--- src/rtl/rom_reader.sv ---
`default_nettype none
// ============================================================================
// Module   : rom_reader
// Purpose  : Self-test sequencer for the one-hot-addressed ROM. It reads each
//            word and forwards it downstream over a valid/ready handshake,
//            keeping a running checksum and an expected-pattern check.
// Revision : 1.0  initial release
// ============================================================================
module rom_reader #(
    parameter int LAST_IDX = 7,
    parameter bit CHECK_EN = 1'b1
) (
    input  logic       clk,
    input  logic       rst_n,
    input  logic       start,
    output logic [7:0] rom_addr,
    output logic       rom_en,
    input  logic [7:0] rom_data,
    output logic [7:0] out_data,
    output logic [2:0] out_idx,
    output logic       out_valid,
    input  logic       out_ready,
    output logic       busy,
    output logic       done,
    output logic [7:0] checksum,
    output logic       mismatch
);

    typedef enum logic [2:0] {
        S_IDLE = 3'd0,
        S_REQ  = 3'd1,
        S_CAP  = 3'd2,
        S_OUT  = 3'd3,
        S_DONE = 3'd4
    } state_t;

    localparam logic [2:0] C_LAST_IDX = 3'(LAST_IDX);

    state_t     r_state;
    state_t     w_next;
    logic [2:0] r_idx;
    logic [7:0] r_out_data;
    logic [2:0] r_out_idx;
    logic [7:0] r_checksum;
    logic       r_mismatch;
    logic [7:0] w_expected;

    // A healthy ROM holds 8'h11, 8'h22, ... 8'h88 at indices 0..7.
    assign w_expected = 8'h11 * ({5'd0, r_idx} + 8'd1);

    always_ff @(posedge clk or negedge rst_n) begin
        if (!rst_n) begin
            r_state <= S_IDLE;
        end else begin
            r_state <= w_next;
        end
    end

    always_comb begin
        w_next    = r_state;
        rom_en    = 1'b0;
        rom_addr  = 8'h00;
        out_valid = 1'b0;
        busy      = 1'b1;
        done      = 1'b0;
        case (r_state)
            S_IDLE: begin
                busy = 1'b0;
                if (start) begin
                    w_next = S_REQ;
                end
            end
            S_REQ: begin
                rom_en   = 1'b1;
                rom_addr = 8'h01 << r_idx;
                w_next   = S_CAP;
            end
            S_CAP: begin
                w_next = S_OUT;
            end
            S_OUT: begin
                out_valid = 1'b1;
                if (out_ready) begin
                    w_next = (r_idx == C_LAST_IDX) ? S_DONE : S_REQ;
                end
            end
            S_DONE: begin
                done   = 1'b1;
                w_next = S_IDLE;
            end
            default: begin
                w_next = S_IDLE;
            end
        endcase
    end

    always_ff @(posedge clk or negedge rst_n) begin
        if (!rst_n) begin
            r_idx      <= 3'd0;
            r_out_data <= 8'h00;
            r_out_idx  <= 3'd0;
            r_checksum <= 8'h00;
            r_mismatch <= 1'b0;
        end else begin
            case (r_state)
                S_IDLE: begin
                    if (start) begin
                        r_idx      <= 3'd0;
                        r_checksum <= 8'h00;
                        r_mismatch <= 1'b0;
                    end
                end
                S_CAP: begin
                    // ROM data is valid for the whole cycle after the request.
                    r_out_data <= rom_data;
                    r_out_idx  <= r_idx;
                    r_checksum <= r_checksum + rom_data;
                    if (CHECK_EN && (rom_data != w_expected)) begin
                        r_mismatch <= 1'b1;
                    end
                end
                S_OUT: begin
                    if (out_ready && (r_idx != C_LAST_IDX)) begin
                        r_idx <= r_idx + 3'd1;
                    end
                end
                default: begin
                end
            endcase
        end
    end

    assign out_data = r_out_data;
    assign out_idx  = r_out_idx;
    assign checksum = r_checksum;
    assign mismatch = r_mismatch;

endmodule
`default_nettype wire

--- config.mk ---
export PLATFORM = sky130hd
export DESIGN_NAME = rom_reader
export DESIGN_NICKNAME = d
export VERILOG_FILES = /design/src/rtl/rom_reader.sv
export SDC_FILE = /design/constraint.sdc
export NUM_CORES = 1
export LEC_CHECK = 0
export ABC_AREA = 1
export CAP_MARGIN = 15
export CORE_ASPECT_RATIO = 0.9
export CORE_UTILIZATION = 45
export CTS_BUF_LIST = sky130_fd_sc_hd__clkbuf_4
export CTS_CLUSTER_SIZE = 16
export DETAILED_ROUTE_END_ITERATION = 8
export GPL_TIMING_DRIVEN = 0
export PLACE_DENSITY = 0.74
export SLEW_MARGIN = 40
export SYNTH_ARGS = -nofsm -noshare
export SYNTH_HDL_FRONTEND = slang
export SYNTH_SLANG_ARGS = --single-unit
--- constraint.sdc ---
create_clock -name clk -period 1.65 [get_ports clk]
set_input_delay 0.33 -clock clk [delete_from_list [all_inputs] [get_ports clk]]
set_output_delay 0.33 -clock clk [all_outputs]
set_load 0.01 [all_outputs]
; Word-level counts from Yosys, hierarchy flattened
; Cells that the tools add are included.
[word_totals]
ff_bits = 26
latchBits = 0
ramBits = 0
rom_bits = 0
in_bits = 12
out_inout_bits = 32
word_cells = 47
memories = 0
[classes]
add_sub_neg = 3
mul = 1
div = 0
n_lt_le_gt_ge = 0
n_eq_ne = 11
shift = 1
muxes = 17
n_bitwise = 0
reduce_logical = 8
[op_table]
columns = cell, count
row1 = 8-bit 2-to-1 mux, 2
row2 = 8-bit case mux with 2 select lines, 1
row3 = 3-bit 2-to-1 mux, 5
row4 = 3-bit case mux with 4 select lines, 1
row5 = 8-bit adder, 1
row6 = 5-bit by 4-bit multiplier with 8-bit output (first input constant), 1
row7 = 2-bit != test (second input constant), 4
row8 = 8-bit != test, 1
row9 = 1-bit by 3-bit left shift with 8-bit output (first input constant), 1
row10 = 3-bit by 2-bit equality test with 1-bit output (second input constant), 2
row11 = 3-bit equality test (second input constant), 2
row12 = 1-bit 2-to-1 mux, 6
row13 = 3-bit case mux with 2 select lines, 1
row14 = 3-bit AND reduction, 2
row15 = 3-bit by 1-bit adder with 4-bit output (second input constant), 1
row16 = 2-bit AND reduction, 2
row17 = 2-bit nonzero test, 2
row18 = 3-bit by 1-bit adder with 3-bit output (second input constant), 1
row19 = 3-bit by 1-bit equality test with 1-bit output (second input constant), 1
row20 = 3-bit zero test, 1
row21 = 3-bit != test (second input constant), 1
row22 = 1-bit case mux with 2 select lines, 1
row23 = 1-bit logical AND, 1

; Longest topological paths before layout
; Gate-level depths: netlist (run 1).
[depth]
depth_word = 5
mapped_depth = 9
ltp_nobuf = 9

; Worst setup path before layout (run 1)
; Ideal clock, no wire load.
[synth_timing]
path_type = reg2out
startpoint = register r_state[1]
endpoint = output port rom_addr[0]
t_arrival_ns = 1.279
path_slack_ns = 0.041
path_stages_with_launch = 4
path_buffers = 0
path_cell_list = dfrtp_1 -> nor3_1 -> inv_2 -> nor3_1
[synth_via]
elab_chain_cells = 2
[synth_rtl]
columns = element, line_no
row1 = start: declaration, 39  ; state_t r_state;
row2 = start signal: assignment, 55  ; r_state <= w_next;
row3 = 3-bit by 1-bit equality test with 1-bit output, 66  ; case (r_state)
row4 = 8-bit 2-to-1 mux, 66
row5 = end: declaration, 16  ; output logic [7:0] rom_addr,
; Every way passes these cells.

; Worst setup path in the final report (run 1)
[layout_timing]
startpoint = register r_state[1]
endpoint = output port rom_addr[1]
; The elaborated chain is that of the path after synthesis.

==> results of run 1 <==
power groups by stage:
stage	clock network (mW)	registers, mW	logic (mW)
2_1_floorplan	0	1.20	1.20
3_3_place_gp	0	1.13	2.09
3_5_place_dp	0	1.13	2.15
4_1_cts	0.457	1.08	2.41
5_1_grt	0.471	1.10	2.90
6_report	0.447	1.08	2.64
layer usage:
layer	vias to the layer above	GRT usage (%)	part of all wire, %
li1	819	-	-
met2	38	37.3	48
met1	780	30.5	48
met3	2	3.65	3.2
met4	0	4.04	0.31
met5	-	0	0
cell usage after synthesis:
library cell  number
ha_1              13
nand2_1           74
nor2_1             9
o211ai_4           1
dfrtp_1           26
inv_1             31
a21oi_4            1
buf_4              1
fa_1               1
xor2_1             1
nand4_1            1
nand3_2            3
inv_2              4
clkbuf_1           1
o21ai_1            5
a21oi_1            4
nor3_1             9
xnor2_1            2
buf_2              1
o21ai_0           17
nand3_1           12
registers in the layout (all words and copies together), names as in the netlist:
name / cells
r_state: 3
checksum: 8
out_data: 8
mismatch: 1
out_idx: 3
r_idx: 3
layout make-up:
class	count	area (sq um)	area share, %
Multi-Input combinational cell	153	941	39.0
Sequential cell	26	653	27.1
Timing Repair Buffer	63	554	23.0
Inverter	35	141	5.86
Tap cell	44	55.1	2.28
Clock inverter	1	30.0	1.24
Clock buffer	3	22.5	0.933
Buffer	3	16.3	0.674
logic make-up (layout without fill, tap and decap cells):
| family | count (synthesis) | after routing | synth area share, % |
|---|---|---|---|
| flip-flops | 26 | 26 | 40.0 |
| buffers and inverters | 38 | 105 | 9.07 |
| XOR/XNOR | 3 | 3 | 1.61 |
| adder cells (fa/ha/maj) | 14 | 14 | 11.2 |
| AO/OA/AOI/OAI | 28 | 28 | 10.3 |
| AND/OR/NAND/NOR | 108 | 108 | 27.8 |
metrics by stage:
step | setup TNS [ps] | std cells
after floorplan | 0 | 217
after global routing | -1870 | 328
final | -1280 | 328
after global placement | -7140 | 304
after CTS | -1170 | 322
after detailed placement | -3830 | 304
worst max-delay path, cell delays in order, from the launching register on:
cell and delay, ps:
dfrtp_2 450, buf_6 120, nor3_4 200, inv_4 90
nor3_1 140, buf_2 160
timing repair:
item,in CTS,in global routing
endpoints found under the setup margin,14,17
pin swaps,2,2
hold endpoints to repair,26,0
hold buffers,1,0
setup buffers,13,6
gates resized for setup,64,22
cloned,0,0
final timing paths:
path / to / slack, ps / cells past startpoint
max: rom_addr[1] / -180 / 5
min: out_idx[1] / 500 / 2
max reg2reg: mismatch / 20 / 10
min reg2reg: out_idx[1] / 500 / 2
max in group asynchronous: r_idx[2] / 690 / 2
min in group asynchronous: r_state[1] / 520 / 2
==> results.json, run 1 <==
{
  "status": "finished with violations",
  "core_area_sq_mm": 0.00340,
  "slew_headroom_pct": 59.8,
  "antenna_found_initial": 0,
  "cts_root_buf": "clkbuf_4",
  "yosysUniqueCellTypes": 21,
  "achievable-frequency_mhz": 547,
  "yosys_register_bits": 26,
  "gp_congestion": 0.876,
  "routed-via-count": 1639,
  "critical_path.startpoint_type": "register",
  "clkTransAtPathRegs_ps": 160,
  "fin_total_pwr_mw": 4.16,
  "layout-drive-gt1-share_pct": 23.2,
  "synthesis.area_per_instance_sq_um": 7.50,
  "die_w_um": 65.4,
  "ys_seq_area_share_pct": 40.0,
  "pwr-share-clk_pct": 10.8,
  "worstHoldPathType": "reg2reg",
  "synthTopCellsByArea": "dfrtp_1 40%, nand2_1 17%, ha_1 10%",
  "crit_type": "reg2out",
  "post_route_design_area_sq_mm": 0.00241,
  "first_pass_grt_wire_length_um": 6540,
  "power_leakage_nw": 1.27,
  "cell_internal_power_mw": 2.38,
  "die-height_um": 59.1,
  "dpl-instance-area_sq_mm": 0.00211,
  "timing.final.hold_violations": 0,
  "mostFrequentLayoutCell": "nand2_1",
  "cap_viol_max_count": 0,
  "synth.cell_area_sq_mm": 0.00163,
  "top_library_cells_by_usage_in_the_layout_fill_and_taps_aside": "74 x nand2_1, 26 x clkdlybuf4s50_1, 24 x inv_1, 24 x dfrtp_1, 16 x o21ai_0",
  "detail_route.wirelength_um": 4150,
  "timing.critical_path.from": "r_state[1]",
  "cts_buffer_depth": 2,
  "vdd.ir_drop.worst_mv": 0.969,
  "r2r_start": "r_idx[0]",
  "critical_path.endpoint_type": "output port",
  "final_core_util_pct": 70.9,
  "total_die_area_sq_mm": 0.00386,
  "grt_start_max_net_pins": 27,
  "rows": 20,
  "pwr-share-seq_pct": 25.9,
  "mappedNetlistNets": 243,
  "power_density_mw_per_mm2": 1720,
  "min_period_ps": 1830,
  "pin_count": 44,
  "tritoncts": "built",
  "power_switching_mw": 1.78,
  "placement.setup.worst_slack_ps": -318,
  "yosys_warnings": 0,
  "detail_route.vias_per_cell": 5.00,
  "crit_fanout": 9,
  "synthesis_to_layout_area_growth_pct": 48.3,
  "maximum_level_of_the_cts_h_tree": 1,
  "rsz0062_at_grt": "true",
  "final_min_period_over_clock_period_pct": 111,
  "layout.filler_cells": 281,
  "hpwl_um": 2800,
  "worstMarginPinSlew_ps": 603,
  "violations": "setup timing",
  "netlist_instances": 217,
  "cts-buffers-inserted": 3,
  "grt.overflow.total": 0,
  "drv_slew": 0,
  "tritoncts_num_sinks": 26,
  "number_of_global_route_vias_before_repair": 1472,
  "gr-usage-all-layers_pct": 22.1,
  "report.final.setup_viol": 9,
  "post-route-drc-count": 0,
  "worst_skew_pair_latency_ps": 340,
  "initial_core_util_pct": 47.8,
  "diodes": 0,
  "finClkSkew_ps": 16.2,
  "hp-start": "out_idx[1]",
  "fin_hold_ws_ps": 504,
  "power.share.combinational_pct": 63.4,
  "area_leader_netlist": "dfrtp_1",
  "length_of_the_first_detailed_routing_pass_in_iterations": 6,
  "synth_top_area_share_pct": 40.0,
  "worst_case_setup_margin_in_the_final_layout_ps": -177,
  "timing.critical_path.arrival_ps": 1500,
  "buffer_ports.inserted": 43,
  "switching_share_pct": 42.7,
  "net_total_in_the_final_layout": 311,
  "wl_per_cell_um": 12.6,
  "antenna_left": 0,
  "worst_ep_required_time_ps": 1320,
  "dr.first_iter.drc_count": 53
}
Power figures use the tool's default switching activity.
==> run 2: changes to the inputs <==
--- a/config.mk
+++ b/config.mk
@@ -10,6 +10,7 @@
 export CORE_ASPECT_RATIO = 0.9
 export CORE_UTILIZATION = 45
 export CTS_BUF_LIST = sky130_fd_sc_hd__clkbuf_4
+export CTS_CLUSTER_DIAMETER = 60
 export CTS_CLUSTER_SIZE = 16
 export DETAILED_ROUTE_END_ITERATION = 8
 export GPL_TIMING_DRIVEN = 0
==> results of run 2 <==
Same layout as run 1: the final DEF is identical, and so are final timing and power.
==> run 3: changes to the inputs <==
--- a/config.mk
+++ b/config.mk
@@ -8,13 +8,12 @@
 export ABC_AREA = 1
 export CAP_MARGIN = 15
 export CORE_ASPECT_RATIO = 0.9
-export CORE_UTILIZATION = 45
+export CORE_UTILIZATION = 25
 export CTS_BUF_LIST = sky130_fd_sc_hd__clkbuf_4
 export CTS_CLUSTER_DIAMETER = 60
 export CTS_CLUSTER_SIZE = 16
 export DETAILED_ROUTE_END_ITERATION = 8
-export GPL_TIMING_DRIVEN = 0
-export PLACE_DENSITY = 0.74
+export PLACE_DENSITY = 0.46
 export SLEW_MARGIN = 40
 export SYNTH_ARGS = -nofsm -noshare
 export SYNTH_HDL_FRONTEND = slang
==> run 3 against run 2 <==
  * The flow still finishes with violations (setup timing)
  * Total power grew 5.1%
  * Worst hold slack got worse by 170 ps
  * Register-to-register slack better by 110 ps
  * Worst setup slack improved by 31 ps
  * Final cell count up 20%
  * Routed wire length up 11%
  * Core utilization down 29 points
  * Via count down 0.85%
  * Sequential cell count unchanged
  * First-iteration DRC count is 9.4% higher
  * Final area grew 8.9%
  * Critical path type unchanged
  * Highest routed layer unchanged
==> results.json, run 3 (synthesis gave the netlist of run 1 again) <==
{
  "antenna_left": 0,
  "rsz0062_at_grt": "true",
  "timing.final.hold_violations": 0,
  "cap_viol_max_count": 0,
  "final_core_util_pct": 42.3,
  "worst_skew_pair_latency_ps": 340,
  "status": "finished with violations",
  "slew_headroom_pct": 75.9,
  "antenna_found_initial": 0,
  "post-route-drc-count": 0,
  "tritoncts": "built",
  "maximum_level_of_the_cts_h_tree": 1,
  "top_library_cells_by_usage_in_the_layout_fill_and_taps_aside": "74 x nand2_1, 39 x buf_4, 27 x clkdlybuf4s50_1",
  "number_of_global_route_vias_before_repair": 1531,
  "dr.first_iter.drc_count": 58,
  "r2r_start": "checksum[2]",
  "worst_case_setup_margin_in_the_final_layout_ps": -147,
  "layout-drive-gt1-share_pct": 29.5,
  "layout.filler_cells": 668,
  "power_density_mw_per_mm2": 1660,
  "length_of_the_first_detailed_routing_pass_in_iterations": 4,
  "worstMarginPinSlew_ps": 361,
  "grt.overflow.total": 0,
  "cts-buffers-inserted": 3,
  "violations": "setup timing",
  "detail_route.wirelength_um": 4590,
  "synthesis_to_layout_area_growth_pct": 61.5,
  "fin_total_pwr_mw": 4.37,
  "pin_count": 44,
  "mostFrequentLayoutCell": "nand2_1",
  "timing.critical_path.arrival_ps": 1470,
  "grt_start_max_net_pins": 27,
  "cts_buffer_depth": 2,
  "die_w_um": 87.1,
  "r2r_slack_ps": 130,
  "wl_per_cell_um": 11.7,
  "tritoncts_num_sinks": 26,
  "min_period_ps": 1800,
  "gr-usage-all-layers_pct": 14.0,
  "r2r-end": "checksum[7]",
  "first_pass_grt_wire_length_um": 7450,
  "report.final.setup_viol": 10,
  "final_min_period_over_clock_period_pct": 109,
  "rows": 27,
  "die-height_um": 78.6,
  "gp_congestion": 0.838,
  "total_die_area_sq_mm": 0.00684,
  "worstHoldPathType": "in2async",
  "buffer_ports.inserted": 43,
  "achievable-frequency_mhz": 557,
  "core_area_sq_mm": 0.00622,
  "power_leakage_nw": 1.38,
  "initial_core_util_pct": 26.2,
  "cts_root_buf": "clkbuf_4",
  "clkTransAtPathRegs_ps": 160,
  "worst_ep_required_time_ps": 1320,
  "critical_path.startpoint_type": "register",
  "routed-via-count": 1625,
  "net_total_in_the_final_layout": 332,
  "hpwl_um": 3390,
  "crit_fanout": 9,
  "finClkSkew_ps": 18.0,
  "detail_route.vias_per_cell": 4.15,
  "vdd.ir_drop.worst_mv": 0.627,
  "diodes": 0,
  "critical_path.endpoint_type": "output port",
  "r2r_cells": 9,
  "drv_slew": 0,
  "crit_type": "reg2out"
}
-- run 3: metrics by stage --
stage               instance area [sq um]  TNS (ps)  hold slack, ps  cells  setup slack, ps
global placement                     2380     -2380             467    374             -241
finish                               2630     -1040             332    392             -147
global route                         2630     -2230             349    392             -253
floorplan                            1630         0            34.4    217             41.0
detailed placement                   2380     -2720             471    374             -288
CTS                                  2530      -866             342    389             -133
-- run 3: timing repair --
action / CTS / global route
gates cloned: 0 / 0
pin swaps: 7 / 2
setup endpoints to repair: 18 / 20
buffers inserted: 11 / 4
resized for setup: 78 / 19
hold buffers: 0 / 0
-- run 3: final cells by class --
cell class	count	area (sq um)	area share (%)
multi-input combinational	153	956	36.4
tap	87	109	4.14
clock inverter	1	3.75	0.143
sequential	26	651	24.8
timing repair buffer	87	738	28.1
clock buffer	3	22.5	0.857
inverter	35	149	5.66
-- run 3: power by group --
group          internal [mW]  total, mW  switching [mW]
Clock                 0.0889      0.299           0.210
Sequential             0.901       1.06           0.161
Combinational           1.48       3.01            1.52
-- run 3: worst max path at each step --
| stage | from | endpoint | slack, ps |
|---|---|---|---|
| 6_report | r_state[1] | rom_addr[6] | -150 |
| 3_5_place_dp | rom_data[0] | checksum[6] | -290 |
| 3_3_place_gp | rom_data[0] | checksum[4] | -240 |
| 5_1_grt | r_state[1] | rom_addr[2] | -250 |
| 2_1_floorplan | r_state[1] | rom_addr[0] | 40 |
| 4_1_cts | r_state[0] | rom_addr[2] | -130 |
-- run 3: worst max-delay path: stages (launching register included) --
cell	delay [ps]
dfrtp_1	450
nor3_4	230
buf_6	140
inv_8	50
nor3_4	100
buf_2	150
-- run 3: routing by layer --
layer | part of all wire (%) | vias to the layer above | global-route usage (%)
li1 | - | 859 | -
met4 | 0.63 | 0 | 2.50
met5 | 0 | - | 0
met2 | 44 | 38 | 20.9
met1 | 51 | 726 | 20.7
met3 | 4.3 | 2 | 2.94
